File: config.mk
export PLATFORM = sky130hd
export DESIGN_NAME = add_tree_operand_loader
export DESIGN_NICKNAME = d
export VERILOG_FILES = /design/src/rtl/add_tree_operand_loader.sv
export SDC_FILE = /design/constraint.sdc
export NUM_CORES = 1
export LEC_CHECK = 0
export CAP_MARGIN = 0
export CORE_MARGIN = 2
export CORE_UTILIZATION = 35
export CTS_BUF_LIST = sky130_fd_sc_hd__clkbuf_16
export DETAILED_ROUTE_END_ITERATION = 6
export GPL_TIMING_DRIVEN = 0
export PLACE_DENSITY = 0.75
export SLEW_MARGIN = 10
export SYNTH_ARGS = -nofsm -noshare
export SYNTH_HDL_FRONTEND = slang
export SYNTH_SLANG_ARGS = --single-unit
File: constraint.sdc
create_clock -name clk -period 3 [get_ports clk]
set_input_delay 0.9 -clock clk [delete_from_list [all_inputs] [get_ports clk]]
set_output_delay 0.9 -clock clk [all_outputs]
set_load 0.005 [all_outputs]
File: src/rtl/add_tree_operand_loader.sv
// add_tree_operand_loader
// Packs a byte-serial valid/ready stream into one 8-operand frame (n1..n8)
// for the parallel adder tree. A short frame, ended with in_last, is padded
// with zeros so that the tree sum is unchanged. The finished frame is held
// until the consumer takes it.
// Optional build macro LOADER_SUM_CHECK_EN adds the exp_sum output. exp_sum is
// the modulo-2^W sum of the bytes in the frame, so the tree result can be
// checked inline.
module add_tree_operand_loader #(
    parameter int W     = 8,
    parameter int SLOTS = 8
) (
    input  logic         clk,
    input  logic         rst,
    input  logic [W-1:0] in_data,
    input  logic         in_valid,
    input  logic         in_last,
    output logic         in_ready,
    input  logic         abort,
    output logic [W-1:0] n1,
    output logic [W-1:0] n2,
    output logic [W-1:0] n3,
    output logic [W-1:0] n4,
    output logic [W-1:0] n5,
    output logic [W-1:0] n6,
    output logic [W-1:0] n7,
    output logic [W-1:0] n8,
    output logic [3:0]   out_count,
    output logic         out_valid,
    input  logic         out_ready
`ifdef LOADER_SUM_CHECK_EN
    ,
    output logic [W-1:0] exp_sum
`endif
);

    localparam int CW = $clog2(SLOTS);
    localparam logic [CW-1:0] LAST_IDX = CW'(SLOTS - 1);

    typedef enum logic {
        FILL = 1'b0,
        FULL = 1'b1
    } state_t;

    state_t        state_reg, state_next;
    logic [CW-1:0] cnt_reg, cnt_next;
    logic          out_valid_reg, out_valid_next;
    logic [3:0]    out_count_reg, out_count_next;

    logic               accept;
    logic               frame_done;
    logic               handoff;
    logic [SLOTS*W-1:0] slot_flat;

    // Bytes are accepted only while filling. Reset also blocks acceptance.
    assign in_ready   = (state_reg == FILL) && !rst;
    assign accept     = in_valid && in_ready;
    // The frame closes on the 8th byte, or on any byte that carries in_last.
    assign frame_done = accept && (in_last || (cnt_reg == LAST_IDX));
    assign handoff    = out_valid_reg && out_ready;

    // State register.
    always_ff @(posedge clk) begin
        if (rst) begin
            state_reg     <= FILL;
            cnt_reg       <= '0;
            out_valid_reg <= 1'b0;
            out_count_reg <= '0;
        end else begin
            state_reg     <= state_next;
            cnt_reg       <= cnt_next;
            out_valid_reg <= out_valid_next;
            out_count_reg <= out_count_next;
        end
    end

    // Next-state logic. abort takes priority over an accept or a handoff in the same cycle.
    always_comb begin
        state_next     = state_reg;
        cnt_next       = cnt_reg;
        out_valid_next = out_valid_reg;
        out_count_next = out_count_reg;
        if (abort) begin
            state_next     = FILL;
            cnt_next       = '0;
            out_valid_next = 1'b0;
            out_count_next = '0;
        end else begin
            case (state_reg)
                FILL: begin
                    if (accept) begin
                        cnt_next = cnt_reg + 1'b1;
                        if (frame_done) begin
                            state_next     = FULL;
                            out_valid_next = 1'b1;
                            out_count_next = {1'b0, cnt_reg} + 4'd1;
                        end
                    end
                end
                FULL: begin
                    if (handoff) begin
                        state_next     = FILL;
                        out_valid_next = 1'b0;
                        cnt_next       = '0;
                        out_count_next = '0;
                    end
                end
                default: begin
                    state_next = FILL;
                end
            endcase
        end
    end

    // One register per operand slot. Each slot loads when the write pointer
    // selects it. It is cleared on abort and on handoff.
    generate
        for (genvar gi = 0; gi < SLOTS; gi++) begin : g_slot
            logic [W-1:0] slot_reg, slot_next;

            // Slot update. The slots above the last byte of a short frame are
            // forced to zero when the frame closes.
            always_comb begin
                slot_next = slot_reg;
                if (abort) begin
                    slot_next = '0;
                end else if (accept) begin
                    if (cnt_reg == CW'(gi)) begin
                        slot_next = in_data;
                    end else if (frame_done && (CW'(gi) > cnt_reg)) begin
                        slot_next = '0;
                    end
                end else if (handoff) begin
                    slot_next = '0;
                end
            end

            // Slot register.
            always_ff @(posedge clk) begin
                if (rst) begin
                    slot_reg <= '0;
                end else begin
                    slot_reg <= slot_next;
                end
            end

            assign slot_flat[gi*W +: W] = slot_reg;
        end
    endgenerate

    assign n1        = slot_flat[0*W +: W];
    assign n2        = slot_flat[1*W +: W];
    assign n3        = slot_flat[2*W +: W];
    assign n4        = slot_flat[3*W +: W];
    assign n5        = slot_flat[4*W +: W];
    assign n6        = slot_flat[5*W +: W];
    assign n7        = slot_flat[6*W +: W];
    assign n8        = slot_flat[7*W +: W];
    assign out_count = out_count_reg;
    assign out_valid = out_valid_reg;

`ifdef LOADER_SUM_CHECK_EN
    logic [W-1:0] sum_reg, sum_next;

    // Running sum of the accepted bytes, wrapping at 2^W.
    always_comb begin
        sum_next = sum_reg;
        if (abort) begin
            sum_next = '0;
        end else if (accept) begin
            sum_next = sum_reg + in_data;
        end else if (handoff) begin
            sum_next = '0;
        end
    end

    // Sum register.
    always_ff @(posedge clk) begin
        if (rst) begin
            sum_reg <= '0;
        end else begin
            sum_reg <= sum_next;
        end
    end

    assign exp_sum = sum_reg;
`endif

endmodule

==> Word-level counts from Yosys, hierarchy flattened <==
Index checks and enable logic that the tools add are counted.
{ "word_totals": {"regBits": 73, "out_inout_bits": 70, "word_cells": 108} }
{ "op_classes": {"add_sub_neg": 2, "magnitude_cmp": 8, "n_eq_ne": 18, "muxes": 40, "n_bitwise": 1, "n_reduce_logical": 27} }
{ "op_table": {"columns": ["cell", "count"], "rows": [
  ["2-to-1 mux 8 bit", 25],
  ["inequality test 3 x 1 -> 1 bit, second input constant", 8],
  ["AND reduction 2 bit", 9],
  ["== test 3 bit, second input constant", 4],
  ["> comparator 3 bit, first input constant", 4],
  ["logical AND 1 bit", 12],
  ["2-to-1 mux 4 bit", 3],
  ["case mux 4 bit (2 select lines)", 1],
  ["== test 3 x 2 -> 1 bit, second input constant", 2],
  ["> comparator 1 x 3 -> 1 bit, first input constant", 2],
  ["> comparator 2 x 3 -> 1 bit, first input constant", 2],
  ["2-to-1 mux 1 bit", 6],
  ["2-to-1 mux 3 bit", 2],
  ["case mux 3 bit (2 select lines)", 1],
  ["adder 3 x 1 -> 4 bit, second input constant", 1],
  ["inequality test 2 bit, second input constant", 2],
  ["case mux 1 bit (2 select lines)", 2],
  ["adder 3 x 1 -> 3 bit, second input constant", 1],
  ["== test 3 x 1 -> 1 bit, second input constant", 1],
  ["logical NOT 3 bit", 1],
  ["AND reduction 3 bit", 1],
  ["inequality test 2 x 1 -> 1 bit, second input constant", 1],
  ["nonzero test 2 bit", 1],
  ["OR reduction 2 bit", 1],
  ["3 further kinds", 3]
]} }

==> Logic depth before layout (Yosys ltp) <==
{ "logic_depth": {"ltp_word": 8, "ltp_mapped": 7, "ltp_nobuf": 6} }

==> Worst setup path before layout <==
Ideal clock, no wire load.
{ "synth_path": {"path_kind": "input -> register", "start": "input in_last", "end": "register g_slot[0].slot_reg[0] (netlist: n1[0])", "setup_time_ns": 0.059, "arrival_ns": 2.046, "required_time_ns": 2.941, "slack_ns": 0.894, "cell_stages": 5, "n_path_buf": 1, "cell_sequence": "or2_1 buf_2 a31o_2 a221oi_4 a22o_1"} }
{ "synth_via": {"elab_chain_cells": 5} }
{ "synth_lines": {"columns": ["element", "line_no", "text"], "rows": [
  ["from (decl)", "17", "input logic in_last,"],
  ["logical OR 1 bit", "59", "assign frame_done = accept && (in_last || (cnt_reg == LAST_IDX));"],
  ["logical AND 1 bit", "59", null],
  ["logical AND 1 bit", "130", "end else if (frame_done && (CW'(gi) > cnt_reg)) begin"],
  ["inequality test 3 x 1 -> 1 bit (no line)", null, null],
  ["AND reduction 2 bit (no line)", null, null],
  ["to (signal assigned)", "143", "slot_reg <= slot_next;"],
  ["to (decl)", "119", "logic [W-1:0] slot_reg, slot_next;"]
]} }
Every way passes these cells.
A chain may end at the register's enable or synchronous reset.

==> Worst setup path in the final report <==
{ "layout_path": {"start": "input rst", "end": "output in_ready"} }
{ "layout_via": {"elab_chain_cells": 2} }
{ "layout_lines": {"columns": ["element", "line_no", "text"], "rows": [
  ["from (decl)", "14", "input logic rst,"],
  ["logical NOT 1 bit", "56", "assign in_ready = (state_reg == FILL) && !rst;"],
  ["logical AND 1 bit", "56", null],
  ["to (decl)", "18", "output logic in_ready,"]
]} }
Every way passes these cells.

==> impl_results.md <==
* Post-synth top cells: 73 x dfxtp_1, 47 x a22o_1, 22 x nand2_1
* Critical Path Start: rst
* Share of cells above drive strength 1 at 0.105
* Placer Congestion at 0.944
* Hold buffers post-CTS at 0
* Tcrit/Tclk final at 0.877
* Worst min-delay path startpoint: n8[7]
* Longest Clk Path Bufs at 2
* Final WL at 7.57 mm
* Yosys warning total at 0
* Setup TNS Final at 0 ns
* Worst slew pin tran at 0.686 ns
* Multi-input gate area at 1180 um2
* Synth Area per Inst at 10.6 um2
* CP max stage delay at 0.51 ns
* EDFF count, synth at 0
* Final min period at 2.63 ns
* Worst Path Arrival at 1.73 ns
* Crit path required time at 2.10 ns
* Top cell type's share of synthesized area at 0.534
* Post-Place Cells at 437
* Busiest grt layer: met2
* Global routing met3 resource utilization at 0.0806
* Outcome: completed
* Storage element area at 1460 um2
* Synth Flop Type: dfxtp_1
* Total grt overflow at 0
* Worst path cell trace: dlymetal6s2s_1 -> nor2_1 -> clkdlybuf4s50_1
* Worst hold path class: reg -> reg
* Yosys top cell by area: dfxtp_1
* Starting Density at 0.358
* CTS tree: done
* Drc violations at 0
* H-tree levels at 3
* Met2 usage at 0.283
* Skew-Pair Late Insertion Delay at 0.33 ns
* Met1 usage at 0.230
* Syn_nets at 277
* CP max FO at 5
* Via-per-instance ratio at 5.20
* Crit Path Category: in -> out
* Height of the die at 92.5 um
* First-pass GRT wire length at 11.8 mm
* Async SR Flop Fraction at 0
* Clock Skew at 0.00518 ns
* DRT Pass-1 Iters at 4
* Core area at 7650 um2
* Tot GR Track Use at 0.183
* Crit path max-delay family: buffers and inverters
* Buffers plus inverters on the worst setup path at 2
* Antenna viol nets, final at 0
* Antenna violations before repair at 0
* Slew headroom at 0.540
* Site row count at 32
* Max Slew Vio Count at 0
* CTS root buf: clkbuf_16
* Fillers at 694
* Cells after synthesis at 259
* Max Freq at 0.380 GHz
* Number of buffers added on ports at 76
* Placed standard-cell area at 3630 um2
* Final setup vio count at 0
* Routed via count at 2,355
* Top cells by area, synth: dfxtp_1 53%, a22o_1 15%, a21oi_1 3.3%
* CP Launch Type: input port
* CTS sink cnt at 73
* Reg-to-reg startpoint: cnt_reg[1]
* Unique masters post-synth at 39
* Layout Cells excl Fill at 453
* Fin. Hold Viols at 0
* RSZ-0062 raised after global routing: no
* Top-count cell post-synth: dfxtp_1
* Die area at 8550 um2
* Leakage at 1.40 nW
* Vias in the first global route at 2,253
* Register bit total from synthesis at 73
* CP max-delay cell: clkdlybuf4s50_1
* WL per Instance at 16.7 um
* CTS clk-pin slew, worst paths at 0.05 ns
* Top Ports at 84
* Pwr dens at 546 nW/um2
* Total CTS buffers at 9
* Final nets at 364
* Max rail drop VDD at 352 uV
* ANT cells at 0
* Design Area, Final at 3920 um2
* Post-synthesis sequential area ratio at 0.534
* HPWL Detailed at 5.34 mm
* Area Overhead vs Synth at 43.3%
* MaxCap Viol Count at 0
* Die Span X at 92.5 um
* Initial DRC count at 165
* Cell area after synthesis at 2740 um2
* Pin count of the biggest net entering global routing at 14
* CP Capture Type: output pin
-- report_power, final --
part,internal [W],switching (W)
clock,0.000641,0.000406
combinational,0.0000407,0.0000750
sequential,0.000975,0.00000396
-- per-layer routing --
| layer | share of wire | wire, um |
|---|---|---|
| met4 | 0.014 | 104 |
| met1 | 0.44 | 3320 |
| met2 | 0.47 | 3540 |
| met3 | 0.080 | 604 |
| met5 | 0 | 0 |
-- tightest hold or removal path, stage by stage (launching register included) --
cell     delay, ns
dfxtp_1       0.31
nand2_1       0.05
a21oi_1       0.05
-- cell type report --
cell class	count	area share
flip-flops and latches	73	0.372
plain buffers	18	0.0207
well taps	102	0.0325
repair buffers	76	0.195
multi-input cells	165	0.302
clock buffers	9	0.0574
clock inverters	7	0.0175
inverters	3	0.00287
-- worst paths after layout --
path / end / slack, ns / depth (start not counted)
min reg2reg: n8[7] / 0.46 / 2
max: in_ready / 0.37 / 3
min: n8[7] / 0.46 / 2
max reg2reg: n1[0] / 0.80 / 7
-- cell usage in the layout, fill, tap and decap left out, types with 6 or more instances in the layout --
master	Yosys	final
dfxtp_1	73	73
clkdlybuf4s50_1	0	75
nor2_1	20	20
nand2_1	22	22
a21oi_1	18	18
clkbuf_16	0	9
a22oi_1	9	9
nand3_1	6	6
a22o_1	47	47
o21ai_0	8	8
buf_1	8	8
-- timing repair --
action                     CTS  global route
resized for setup            0             1
setup endpoints to repair    0             1
buffers inserted             0             0
-- through the flow --
step / power (W) / worst slack, ns / utilization / hold WS (ns)
floorplan: 0.00107 / 0.894 / - / 0.453
detailed placement: 0.00112 / 0.0444 / 0.474 / 0.452
global route: 0.00222 / 0.267 / 0.513 / 0.484
finish: 0.00214 / 0.370 / 0.513 / 0.456
global placement: 0.00111 / 0.0196 / 0.474 / 0.448
CTS: 0.00216 / 0.0404 / 0.513 / 0.459
-- cells by family after synthesis --
logic type | after synthesis | share of synthesized area
compound gates | 94 | 0.275
flops | 73 | 0.534
simple gates | 66 | 0.132
buf+inv | 21 | 0.0338
fa+ha+maj | 4 | 0.0183
mux | 1 | 0.00822
Note: power is estimated with default switching activity, not from simulation.
